## config.mk

```make
export PLATFORM = sky130hd
export DESIGN_NAME = tf_addr_gen
export DESIGN_NICKNAME = d
export VERILOG_FILES = /design/src/rtl/ntt_pkg.sv /design/src/rtl/tf_addr_stage.sv /design/src/rtl/tf_addr_gen.sv
export SDC_FILE = /design/constraint.sdc
export NUM_CORES = 1
export LEC_CHECK = 0
export CORE_MARGIN = 4
export CORE_UTILIZATION = 40
export DETAILED_ROUTE_END_ITERATION = 6
export HOLD_SLACK_MARGIN = 0.1
export PLACE_DENSITY = 0.74
export SETUP_SLACK_MARGIN = 0.1
export SLEW_MARGIN = 10
export SYNTH_ARGS = -nofsm -noshare
export SYNTH_HDL_FRONTEND = slang
export SYNTH_SLANG_ARGS = --single-unit
```

## constraint.sdc

```tcl
create_clock -name clk -period 2.27 [get_ports clk]
set_clock_uncertainty 0.2 [all_clocks]
set_input_delay 0.454 -clock clk [delete_from_list [all_inputs] [get_ports clk]]
set_output_delay 0.454 -clock clk [all_outputs]
set_load 0.02 [all_outputs]
```

## src/rtl/ntt_pkg.sv

```systemverilog
// Shared NTT sizing and types: stage count, data width and twiddle address type.
// Every NTT datapath block takes its geometry from here.
package ntt_pkg;

    localparam int NTT_STAGE_CNT = 8;
    localparam int NTT_N         = 1 << NTT_STAGE_CNT;
    localparam int DATA_WIDTH    = 32;

    // Twiddle ROM address, one per lane per stage
    typedef logic [NTT_STAGE_CNT-2:0] tw_addr_t;

endpackage

```

## src/rtl/tf_addr_stage.sv

```systemverilog
// One NTT stage of the twiddle address generator: pair counter, latched mode
// and registered lane addresses with valid/frame-done flags.
module tf_addr_stage
    import ntt_pkg::*;
#(
    parameter int STAGE = 0
) (
    input  logic     clk,
    input  logic     rst,
    input  logic     clear,
    input  logic     mode,
    input  logic     in_valid,
    output tw_addr_t rom_addr [2],
    output logic     addr_valid,
    output logic     frame_done
);

    localparam int CNT_W = NTT_STAGE_CNT - 2;
    localparam int SHIFT = NTT_STAGE_CNT - 1 - STAGE;

    typedef logic [CNT_W-1:0] cnt_t;

    localparam cnt_t     CNT_LAST = '1;
    localparam tw_addr_t TW_TOP   = tw_addr_t'((1 << STAGE) - 1);

    cnt_t     cnt_r;
    logic     mode_r;
    logic     eff_mode_s;
    tw_addr_t addr_s [2];
    tw_addr_t addr_r [2];
    logic     addr_valid_r;
    logic     frame_done_r;

    // Stage 0 uses the unit twiddle only; later stages keep the top i bits of j
    function automatic tw_addr_t lane_addr(input cnt_t k, input logic lane, input logic inv);
        tw_addr_t j;
        tw_addr_t base;
        j    = {k, lane};
        base = j >> SHIFT;
        if (STAGE == 0) begin
            lane_addr = '0;
        end else if (inv) begin
            lane_addr = TW_TOP - base;
        end else begin
            lane_addr = base;
        end
    endfunction

    // Next-address calculation; pair 0 already sees the mode being latched
    always_comb begin
        eff_mode_s = mode_r;
        if (cnt_r == '0) begin
            eff_mode_s = mode;
        end else begin
            eff_mode_s = mode_r;
        end
        addr_s[0] = lane_addr(cnt_r, 1'b0, eff_mode_s);
        addr_s[1] = lane_addr(cnt_r, 1'b1, eff_mode_s);
    end

    // Counter, mode latch and output registers; rst beats clear beats in_valid
    always_ff @(posedge clk) begin
        if (rst) begin
            cnt_r        <= '0;
            mode_r       <= 1'b0;
            addr_r[0]    <= '0;
            addr_r[1]    <= '0;
            addr_valid_r <= 1'b0;
            frame_done_r <= 1'b0;
        end else if (clear) begin
            cnt_r        <= '0;
            addr_valid_r <= 1'b0;
            frame_done_r <= 1'b0;
        end else if (in_valid) begin
            cnt_r <= cnt_r + cnt_t'(1);
            if (cnt_r == '0) begin
                mode_r <= mode;
            end
            addr_r[0]    <= addr_s[0];
            addr_r[1]    <= addr_s[1];
            addr_valid_r <= 1'b1;
            frame_done_r <= (cnt_r == CNT_LAST);
        end else begin
            addr_valid_r <= 1'b0;
            frame_done_r <= 1'b0;
        end
    end

    // Drive ports straight from the registers
    always_comb begin
        rom_addr[0] = addr_r[0];
        rom_addr[1] = addr_r[1];
        addr_valid  = addr_valid_r;
        frame_done  = frame_done_r;
    end

endmodule

```

## src/rtl/tf_addr_gen.sv

```systemverilog
// Twiddle address generator for all NTT stages; rom_addr plugs directly into
// tf_rom. Each stage runs its own independent frame counter.
module tf_addr_gen
    import ntt_pkg::*;
(
    input  logic                     clk,
    input  logic                     rst,
    input  logic                     clear,
    input  logic                     mode,
    input  logic [NTT_STAGE_CNT-1:0] in_valid,
    output tw_addr_t                 rom_addr [2][NTT_STAGE_CNT],
    output logic [NTT_STAGE_CNT-1:0] addr_valid,
    output logic [NTT_STAGE_CNT-1:0] frame_done
);

    tw_addr_t                 stage_addr_s [NTT_STAGE_CNT][2];
    logic [NTT_STAGE_CNT-1:0] stage_valid_s;
    logic [NTT_STAGE_CNT-1:0] stage_done_s;

    for (genvar g = 0; g < NTT_STAGE_CNT; g++) begin : g_stage
        tf_addr_stage #(
            .STAGE(g)
        ) u_stage (
            .clk       (clk),
            .rst       (rst),
            .clear     (clear),
            .mode      (mode),
            .in_valid  (in_valid[g]),
            .rom_addr  (stage_addr_s[g]),
            .addr_valid(stage_valid_s[g]),
            .frame_done(stage_done_s[g])
        );
    end

    // Reorder stage-major addresses into the lane-major ROM port shape
    always_comb begin
        for (int s = 0; s < NTT_STAGE_CNT; s++) begin
            rom_addr[0][s] = stage_addr_s[s][0];
            rom_addr[1][s] = stage_addr_s[s][1];
        end
        addr_valid = stage_valid_s;
        frame_done = stage_done_s;
    end

endmodule

```

Word level (Yosys, flattened, before mapping)
Memory sizes are Yosys's and may differ from the RTL's.
Cells that the tools add are included.

storage, ports and cells
  bits in registers = 71
  bits in writable memories = 98
  bits of input ports = 12
  output and inout bits = 128
  logic and storage cells = 170
  memories = 7

operators by class
  add/subtract/negate cells = 16
  equality and inequality tests = 8
  multiplexer cells = 62
  bitwise gates (word level) = 23
  reduce and logical (&&, ||, !) cells = 23

memory list
  memory                     depth  bits a word  read ports  clocked after memory_dff  wr ports  RTL line             source
  g_stage[1].u_stage.addr_r  2      7            2           0                         2         tf_addr_stage.sv:30  tw_addr_t addr_r [2];
  g_stage[2].u_stage.addr_r  2      7            2           0                         2         tf_addr_stage.sv:30
  g_stage[3].u_stage.addr_r  2      7            2           0                         2         tf_addr_stage.sv:30
  g_stage[4].u_stage.addr_r  2      7            2           0                         2         tf_addr_stage.sv:30
  g_stage[5].u_stage.addr_r  2      7            2           0                         2         tf_addr_stage.sv:30
  g_stage[6].u_stage.addr_r  2      7            2           0                         2         tf_addr_stage.sv:30
  +1 memories                -      -            -           -                         -         -

operators with widths
  operator                                                           number
  7-bit two-way mux                                                  22
  6-bit by 1-bit adder with 6-bit output, second input constant      8
  6-bit equality test, second input constant                         8
  6-bit logical NOT                                                  7
  1-bit two-way mux                                                  40
  3-bit OR reduction                                                 8
  1-bit OR                                                           14
  2-bit AND reduction                                                7
  7-bit subtractor, first input constant                             2
  1-bit NOT                                                          9
  6-bit by 6-bit subtractor with 7-bit output, first input constant  1
  5-bit by 5-bit subtractor with 6-bit output, first input constant  1
  4-bit by 4-bit subtractor with 5-bit output, first input constant  1
  3-bit by 3-bit subtractor with 4-bit output, first input constant  1
  2-bit by 2-bit subtractor with 3-bit output, first input constant  1
  2-bit OR reduction                                                 1
  1-bit by 1-bit subtractor with 2-bit output, first input constant  1

Depth between registers and ports, before layout
Gate-level depths: netlist of the first run.

  depth after elaboration = 5
  gate-level depth with buffers = 6

Hierarchy
Synthesis of the first run repeated with hierarchy kept, for this count alone.

second synthesis, totals
  cells, all modules = 574
  area, all modules = 5492.8 um^2

by module, submodules not included
  module                              times used  cells each  area an instance (um^2)  sequential area each (um^2)
  tf_addr_stage (g_stage[7].u_stage)  1           82          859.6                    420.4
  tf_addr_stage (g_stage[6].u_stage)  1           78          802.0                    360.3
  tf_addr_stage (g_stage[5].u_stage)  1           76          768.2                    330.3
  tf_addr_stage (g_stage[4].u_stage)  1           83          755.7                    300.3
  tf_addr_stage (g_stage[3].u_stage)  1           74          666.9                    270.3
  tf_addr_stage (g_stage[2].u_stage)  1           69          631.9                    240.2
  tf_addr_stage (g_stage[1].u_stage)  1           63          578.1                    210.2
  tf_addr_stage (g_stage[0].u_stage)  1           49          430.4                    160.2

Least setup slack after synthesis of the first run
No wires, ideal clock.

  path type = register to register
  start point = register g_stage[3].u_stage.cnt_r[0]
  end point = memory g_stage[3].u_stage.addr_r[0][7] (netlist name), data pin
  library setup time = 0.260 ns
  arrival = 1.431 ns
  path slack = 0.379 ns
  stages on the path, launching flop included = 7
  buffers on the path = 0
  cells stage by stage = dfxtp_1 > inv_1 > ha_1 > or4b_4 > o21a_4 > nor3_1 > nor3_2

RTL lines
  item                    RTL line             source
  start, declared         tf_addr_stage.sv:26  cnt_t cnt_r;
  start signal, assigned  tf_addr_stage.sv:75  cnt_r <= cnt_r + cnt_t'(1);
  end, declared           tf_addr_stage.sv:30

==> results of run 1 <==
where the power goes:
group	switching [mW]	leakage [nW]	total, mW	internal [mW]
Sequential	0.0386	0.885	1.93	1.89
Clock	0.661	0.177	1.86	1.20
Combinational	0.340	1.30	0.560	0.221
Total	1.04	2.36	4.35	3.31
registers in the layout (all words and copies together) (netlist names):
signal                      cells
g_stage.u_stage.addr_r         29
g_stage.u_stage.addr_valid      8
g_stage.u_stage.cnt_r          48
g_stage.u_stage.frame_done      8
g_stage.u_stage.mode_r          7
cells in the mapped netlist (all sizes together) (9+ instances only):
cell | count | area (um^2)
nand2 | 30 | 112.6
nor3 | 36 | 222.7
nand4 | 20 | 125.1
o21ai | 15 | 78.83
a21oi | 13 | 65.06
a211oi | 10 | 75.07
xor2 | 24 | 210.2
ha | 15 | 187.7
dfxtp | 71 | 1421
mux2i | 14 | 140.1
or3 | 13 | 81.33
buf | 105 | 773.2
edfxtp | 29 | 870.8
clkbuf | 19 | 71.32
inv | 23 | 86.33
nor2 | 55 | 206.5
o21a | 9 | 75.07
layout make-up:
type / count / area [um^2]
repair buffers: 96 / 953.4
inverters: 23 / 86.33
clock inverters: 7 / 145.1
flip-flops and latches: 100 / 2292
clock buffers: 9 / 225.2
well taps: 172 / 215.2
multi-input cells: 366 / 2240
fillers: 1182 / 6565
per-layer routing:
layer / up-vias / share of wire / routed length, um
met4: 0 / 0.022 / 224
li1: 1816 / - / -
met5: - / 0 / 0
met2: 125 / 0.50 / 4992
met3: 21 / 0.070 / 709
met1: 1746 / 0.41 / 4148
cells by family (layout without fill, tap and decap cells):
family / count (synthesis) / after routing / synth area share
AO/OA/AOI/OAI: 60 / 60 / 0.07832
multiplexers: 14 / 14 / 0.02666
AND/OR/NAND/NOR: 189 / 189 / 0.1921
buffers and inverters: 147 / 135 / 0.1771
XOR/XNOR: 32 / 32 / 0.05332
flip-flops: 100 / 100 / 0.4361
adder cells (fa/ha/maj): 15 / 15 / 0.03571
other: 1 / 56 / 0.0007134
per-stage QoR:
| step | hold slack [ns] | cells | setup WS (ns) | area, um^2 | utilization |
|---|---|---|---|---|---|
| after detailed placement | 0.2416 | 757 | 0.03297 | 5787 | 0.4549 |
| final | 0.2624 | 773 | 0.2244 | 6157 | 0.4840 |
| after CTS | 0.2640 | 773 | 0.1904 | 6157 | 0.4840 |
| after global routing | 0.3087 | 773 | 0.1350 | 6157 | 0.4840 |
| after floorplan | 0.2194 | 613 | 0.3793 | 5463 | - |
| after global placement | 0.2401 | 757 | 0.08185 | 5787 | 0.4549 |
final timing paths:
path	from	end	slack [ns]	depth (start not counted)
hold reg to reg	g_stage[0].u_stage.cnt_r[5]	g_stage[0].u_stage.frame_done	0.26	2
setup reg to reg	g_stage[3].u_stage.cnt_r[0]	g_stage[3].u_stage.addr_r[0][7]	0.26	6
hold / removal	g_stage[0].u_stage.cnt_r[5]	g_stage[0].u_stage.frame_done	0.26	2
setup / recovery	g_stage[1].u_stage.addr_r[0][0]	rom_addr[42]	0.22	1
placed cells by master, fill, tap and decap left out, types with 6 or more instances in the layout:
| master | n |
|---|---|
| sky130_fd_sc_hd__a21oi_1 | 13 |
| sky130_fd_sc_hd__inv_2 | 6 |
| sky130_fd_sc_hd__xnor2_1 | 8 |
| sky130_fd_sc_hd__a211oi_1 | 10 |
| sky130_fd_sc_hd__mux2i_1 | 14 |
| sky130_fd_sc_hd__buf_4 | 11 |
| sky130_fd_sc_hd__o21ai_0 | 10 |
| sky130_fd_sc_hd__or3_1 | 13 |
| sky130_fd_sc_hd__clkdlybuf4s50_1 | 83 |
| sky130_fd_sc_hd__clkbuf_16 | 9 |
| sky130_fd_sc_hd__nor3_1 | 30 |
| sky130_fd_sc_hd__edfxtp_1 | 29 |
| sky130_fd_sc_hd__nand2_1 | 30 |
| sky130_fd_sc_hd__nand2b_1 | 8 |
| sky130_fd_sc_hd__inv_1 | 17 |
| sky130_fd_sc_hd__conb_1 | 56 |
| sky130_fd_sc_hd__dfxtp_1 | 71 |
| sky130_fd_sc_hd__nand4_1 | 20 |
| sky130_fd_sc_hd__xor2_1 | 24 |
| sky130_fd_sc_hd__nor2_1 | 55 |
| sky130_fd_sc_hd__ha_1 | 15 |
| sky130_fd_sc_hd__o21a_1 | 8 |
==> results.md, run 1 <==
* Buffer type at the clock tree root: sky130_fd_sc_hd__clkbuf_16
* Post-Route WL at 10,080 um
* Maximum number of pins on one net before global-route repair at 20
* Router iterations before antenna repair at 4
* Share of the clock period used by the worst path after layout at 0.9011
* Count of flip-flops with a built-in enable after synthesis at 29
* Total power draw at between 4 and 5 mW
* Maximum buffer depth of the clock tree at 2
* MaxCap Viol Count at 0
* Initial core utilization at 0.4132
* Cell row count at 41
* Transition time of the tightest slew-check pin at 0.7347 ns
* Overall die area at 15,040 um^2
* Final weighted congestion of routability-driven global placement at 0.7927
* CTS tree: done
* Number of global-route vias before repair at ~3,600
* Pleak at between 2 and 2.5 nW
* Unrepaired setup endpoints after global routing: false
* Kind of critical path: reg -> out
* Primary FF master, synth: sky130_fd_sc_hd__dfxtp_1
* Areal power density over the cells at 706.4 nW/um^2
* Fmax achieved at 0.4889 GHz
* Worst path top cell family by delay: buffers and inverters
* Syn Inst Count at 558
* Number of unique standard cell types used by synthesis at 47
* Met1 track demand over resource in global routing at 0.1554
* CP Max Fanout at 2
* Overall Global Routing Usage at 0.1361
* Grt peak-use layer: met2
* Die Span Y at ~120 um
* Final-stage net count at slightly above 600
* Cells along the critical path: clkdlybuf4s50_1
* Chip Width at about 120 um
* Share of cells above drive strength 1 at 0.08486
* Final antenna-violating net count at 0
* Class of the worst hold path: reg -> reg
* Global-route track usage on met3 at 0.03456
* Critical path buffer and inverter count at 1
* Remaining design rule violation count at 0
* #FFs+latches synth at 100
* Antenna violations before repair at 0
* Number of buffers created by CTS at 9
* Syn Area/Cell at 9.420 um^2
* Cell area after synthesis at around 5300 um^2
* Post-CTS Setup Repair Bufs at 0
* Post-route minimum period at 2.046 ns
* HPWL after DPL at roughly 7600 um
* Count of synthesis-stage warnings from yosys at 0
* Number of top-level design ports at 140
* Number of buffers inserted by port buffering at just over 80
* Hold Buf Count CTS at 0
* Average wire per cell in the routed design at 13.03 um
* Cell type of the slowest stage on the worst timing path: sky130_fd_sc_hd__clkdlybuf4s50_1
* Setup crit start kind: flop
* Overflow left after global routing at 0
* Setup TNS at 0 ns
* Setup violators final at 0
* Asr flop ratio synth at 0
* Via density per instance at about 4.8
* Clock transition time at the flip-flop clock pins of the worst setup and hold paths at 0.07 ns
* Max Transition Viols Final at 0
* Total inserted antenna cells at 0
* Sinks on Clock Net at 100
* Layout area overhead at 17.14%
* Placeable core region at 12,720 um^2
* Number of levels the H-tree was split into at 3
* Resized cells post-CTS at 0
* Required @ worst endpoint at roughly 1.6 ns
* Insertion delay of the later-clocked pin in the worst-skew pair at 0.34 ns
* Total count of hold-check failures in the final report at 0
* Worst setup EP type: output pin
* First-pass GRT wire length at ~17,000 um
* Status: complete, no violations
* Worst Path Arrival at 1.39 ns
* GRT met2 Usage at 0.2418
* Portion of the post-synthesis area used by sequential elements at 0.4361
* Max transition margin at 0.5092
* Iteration-0 DRC count of the detailed router at 258
* Via count at 3,708
* CP max stage delay at between 0.6 and 0.7 ns
* Maximum VDD drop at approximately 500 uV
Power figures use the tool's default switching activity.
==> inputs of run 2 (changes only) <==
Settings changed: CORE_MARGIN 4 to not set, CTS_CLUSTER_DIAMETER set to 100.
==> run 2 against run 1 <==
- first-iteration DRC count is 3.5% lower
- register-to-register slack hardly changed
- worst setup slack better by 0.029 ns
- non-clock buffer count is 3 higher
- critical path depth is 5 higher
- via count is 1.6% lower
- die area is 9.5% lower
- core utilization is 0.54 points lower
- cell area is 1.1% lower
- largest power group unchanged
==> results.md, run 2 (synthesis gave the netlist of run 1 again) <==
* Status: complete, no violations
* Worst setup EP type: flop
* Placement-stage cell area at 5784 um^2 (about the same)
* Number of top-level design ports at 140 (unchanged)
* Unrepaired setup endpoints after global routing: false
* Average wire per cell in the routed design at 12.05 um (-7.5%)
* Part of the power in registers at 0.483 (+0.039)
* First-pass GRT wire length at 15,350 um (-7.1%)
* Initial core utilization at 0.4132 (unchanged)
* Final-stage net count at 626 (+0.48%)
* CP Max Fanout at 5 (+3)
* Largest registers: g_stage.u_stage.cnt_r (48), g_stage.u_stage.addr_r (29)
* Instance count on the critical path at 6 (+5)
* Cell type of the slowest stage on the worst timing path: sky130_fd_sc_hd__or4b_4
* Router iterations before antenna repair at 4 (unchanged)
* Total inserted antenna cells at 0 (unchanged)
* Share of the clock period used by the worst path after layout at 0.8884 (-0.01273)
* Overall Global Routing Usage at 0.1443 (+0.008215)
* Insertion delay of the later-clocked pin in the worst-skew pair at 0.35 ns (about the same)
* Overall die area at 13,600 um^2 (-9.5%)
* Top register by number of flip-flops: g_stage.u_stage.cnt_r
* Worst path top cell family by delay: simple AND/OR/NAND/NOR gates
* Post-route cell area at 6088 um^2 (-1.1%)
* CP max stage delay at 0.50 ns (-0.13 ns)
* Worst Path Arrival at 1.91 ns (+0.52 ns)
* Worst setup slack before clock tree synthesis at -0.01151 ns (-0.04449 ns)
* Required @ worst endpoint at 2.16 ns (+0.54 ns)
* Setup violators final at 0 (unchanged)
* Class of the worst hold path: reg -> reg
* Kind of critical path: reg -> reg
* Fin Hold WS at 0.2490 ns (-0.01341 ns)
* Fill cells at 1,223 (+3.5%)
* Number of levels the H-tree was split into at 3 (unchanged)
* Chip Width at 116.6 um (-4.9%)
* Cells along the critical path: inv_1 -> ha_1 -> or4b_4 -> o21a_4 -> nor3_1 -> nor3_2
* Total power draw at 3.995 mW (-8.2%)
* Share of cells above drive strength 1 at 0.08940 (+0.004545)
* Multi-input combinational cell area at 2246 um^2 (+0.28%)
* Switching power at 1.014 mW (-2.3%)
* HPWL after DPL at 6936 um (-9.2%)
* Least setup slack across all paths after layout at 0.2533 ns (+0.02890 ns)
* MaxCap Viol Count at 0 (unchanged)
* Maximum buffer depth of the clock tree at 2 (unchanged)
* Maximum VDD drop at 294.3 uV (-41%)
* Number of flip-flops under the largest register name at 48 (unchanged)
* Internal cell power at 2.980 mW (-10%)
* Die Span Y at 116.6 um (-4.9%)
* Number of buffers inserted by port buffering at 83 (unchanged)
* Number of global-route vias before repair at 3,297 (-9.2%)
* Clock group share of total power at 0.378 (-0.049)
* Via density per instance at 4.701 (-2.0%)
* Critical path buffer and inverter count at 1 (unchanged)
* Iteration-0 DRC count of the detailed router at 249 (-3.5%)
* Final weighted congestion of routability-driven global placement at 0.7994 (+0.85%)
* Setup TNS at 0 ns (unchanged)
* Setup crit start kind: flop
* Hold Buf Count CTS at 0 (unchanged)
* Worst-case reg-to-reg path depth at 6 (unchanged)
* Fmax achieved at 0.4959 GHz (+1.4%)
* Combinational group share of total power at 0.138 (+0.009)
* Switching Share at 0.2539 (+0.01511)
* Number of buffers created by CTS at 9 (unchanged)
* Remaining design rule violation count at 0 (unchanged)
* Overflow left after global routing at 0 (unchanged)
* CTS tree: done
* Post-Route WL at 9353 um (-7.2%)
* Via count at 3,648 (-1.6%)
* Most common library cell in the layout ignoring fill and taps: sky130_fd_sc_hd__clkdlybuf4s50_1
* Maximum number of pins on one net before global-route repair at 26 (+30%)
* Cell row count at 41 (unchanged)
* Post-route minimum period at 2.017 ns (-0.02890 ns)
* Clock transition time at the flip-flop clock pins of the worst setup and hold paths at 0.07 ns (about the same)
* Total count of hold-check failures in the final report at 0 (unchanged)
* Sinks on Clock Net at 100 (unchanged)
* Placeable core region at 12,720 um^2 (unchanged)
* Antenna violations before repair at 0 (unchanged)
* Commonest cells after routing, fill and taps aside: 83 x sky130_fd_sc_hd__clkdlybuf4s50_1, 71 x sky130_fd_sc_hd__dfxtp_1, 56 x sky130_fd_sc_hd__conb_1
* Cells on Worst Hold Path at 2 (unchanged)
* Layout area overhead at 15.83%
* Final antenna-violating net count at 0 (unchanged)
* Pleak at 2.339 nW (-0.85%)
* Areal power density over the cells at 656.1 nW/um^2 (-7.1%)
* Max Transition Viols Final at 0 (unchanged)
* Buffer type at the clock tree root: sky130_fd_sc_hd__clkbuf_16
* Sequential cell area at 2292 um^2 (unchanged)
## run 2: cell types whose count changed in the layout (fill, tap and decap cells not counted)
cell and delta:
sky130_fd_sc_hd__buf_12 -2, sky130_fd_sc_hd__buf_4 +5, sky130_fd_sc_hd__bufinv_16 -4, sky130_fd_sc_hd__clkbuf_1 +1, sky130_fd_sc_hd__clkbuf_16 +1, sky130_fd_sc_hd__clkbuf_8 +2, sky130_fd_sc_hd__clkinv_2 +2, sky130_fd_sc_hd__clkinvlp_4 -1
sky130_fd_sc_hd__inv_4 +1, sky130_fd_sc_hd__inv_6 -2, sky130_fd_sc_hd__nor4_1 -1, sky130_fd_sc_hd__nor4_2 +1
## run 2: timing repair
item | in CTS | in global routing
endpoints found under the setup margin | 0 | 1
resized for setup | 0 | 1
setup buffers | 0 | 0
## run 2: worst paths after layout
| path | to | from | slack (ns) |
|---|---|---|---|
| min | g_stage[0].u_stage.frame_done | g_stage[0].u_stage.cnt_r[5] | 0.25 |
| min reg2reg | g_stage[0].u_stage.frame_done | g_stage[0].u_stage.cnt_r[5] | 0.25 |
| max | g_stage[3].u_stage.addr_r[0][8] | g_stage[3].u_stage.cnt_r[0] | 0.25 |
| max reg2reg | g_stage[3].u_stage.addr_r[0][8] | g_stage[3].u_stage.cnt_r[0] | 0.25 |
## run 2: per-layer routing
layer  routed length [um]  vias to the layer above  GRT usage
met2                 4339                      125     0.2383
met5                    0                        -          0
met4                  133                        0    0.05401
li1                     -                     1819          -
met1                 4147                     1693     0.1769
met3                  732                       11    0.04463
## run 2: per-stage QoR
step / cells / utilization
2_1_floorplan: 613 / -
6_report: 776 / 0.4786
4_1_cts: 776 / 0.4781
3_3_place_gp: 760 / 0.4547
3_5_place_dp: 760 / 0.4547
5_1_grt: 776 / 0.4786
## run 2: worst register-to-register path, delay by kind of cell (launching register included)
| family | cells | cell delay [ns] |
|---|---|---|
| buf+inv | 1 | 0.07 |
| flops | 1 | 0.34 |
| fa+ha+maj | 1 | 0.13 |
| simple gates | 3 | 0.77 |
| compound gates | 1 | 0.24 |
## run 2: layout make-up
| type | count | share of cell area |
|---|---|---|
| Sequential cell | 100 | 0.3765 |
| Multi-Input combinational cell | 366 | 0.3689 |
| Timing Repair Buffer | 99 | 0.1562 |
| Clock buffer | 13 | 0.04624 |
| Tap cell | 172 | 0.03535 |
| Inverter | 23 | 0.01418 |
| Clock inverter | 3 | 0.002672 |
## run 2: power groups by stage
stage	Combinational, mW	Clock, mW	Sequential [mW]
finish	0.552	1.51	1.93
global route	0.598	1.62	1.94
CTS	0.553	1.54	1.93
detailed placement	0.552	0	1.97
global placement	0.539	0	1.97
floorplan	0.425	0	2.01
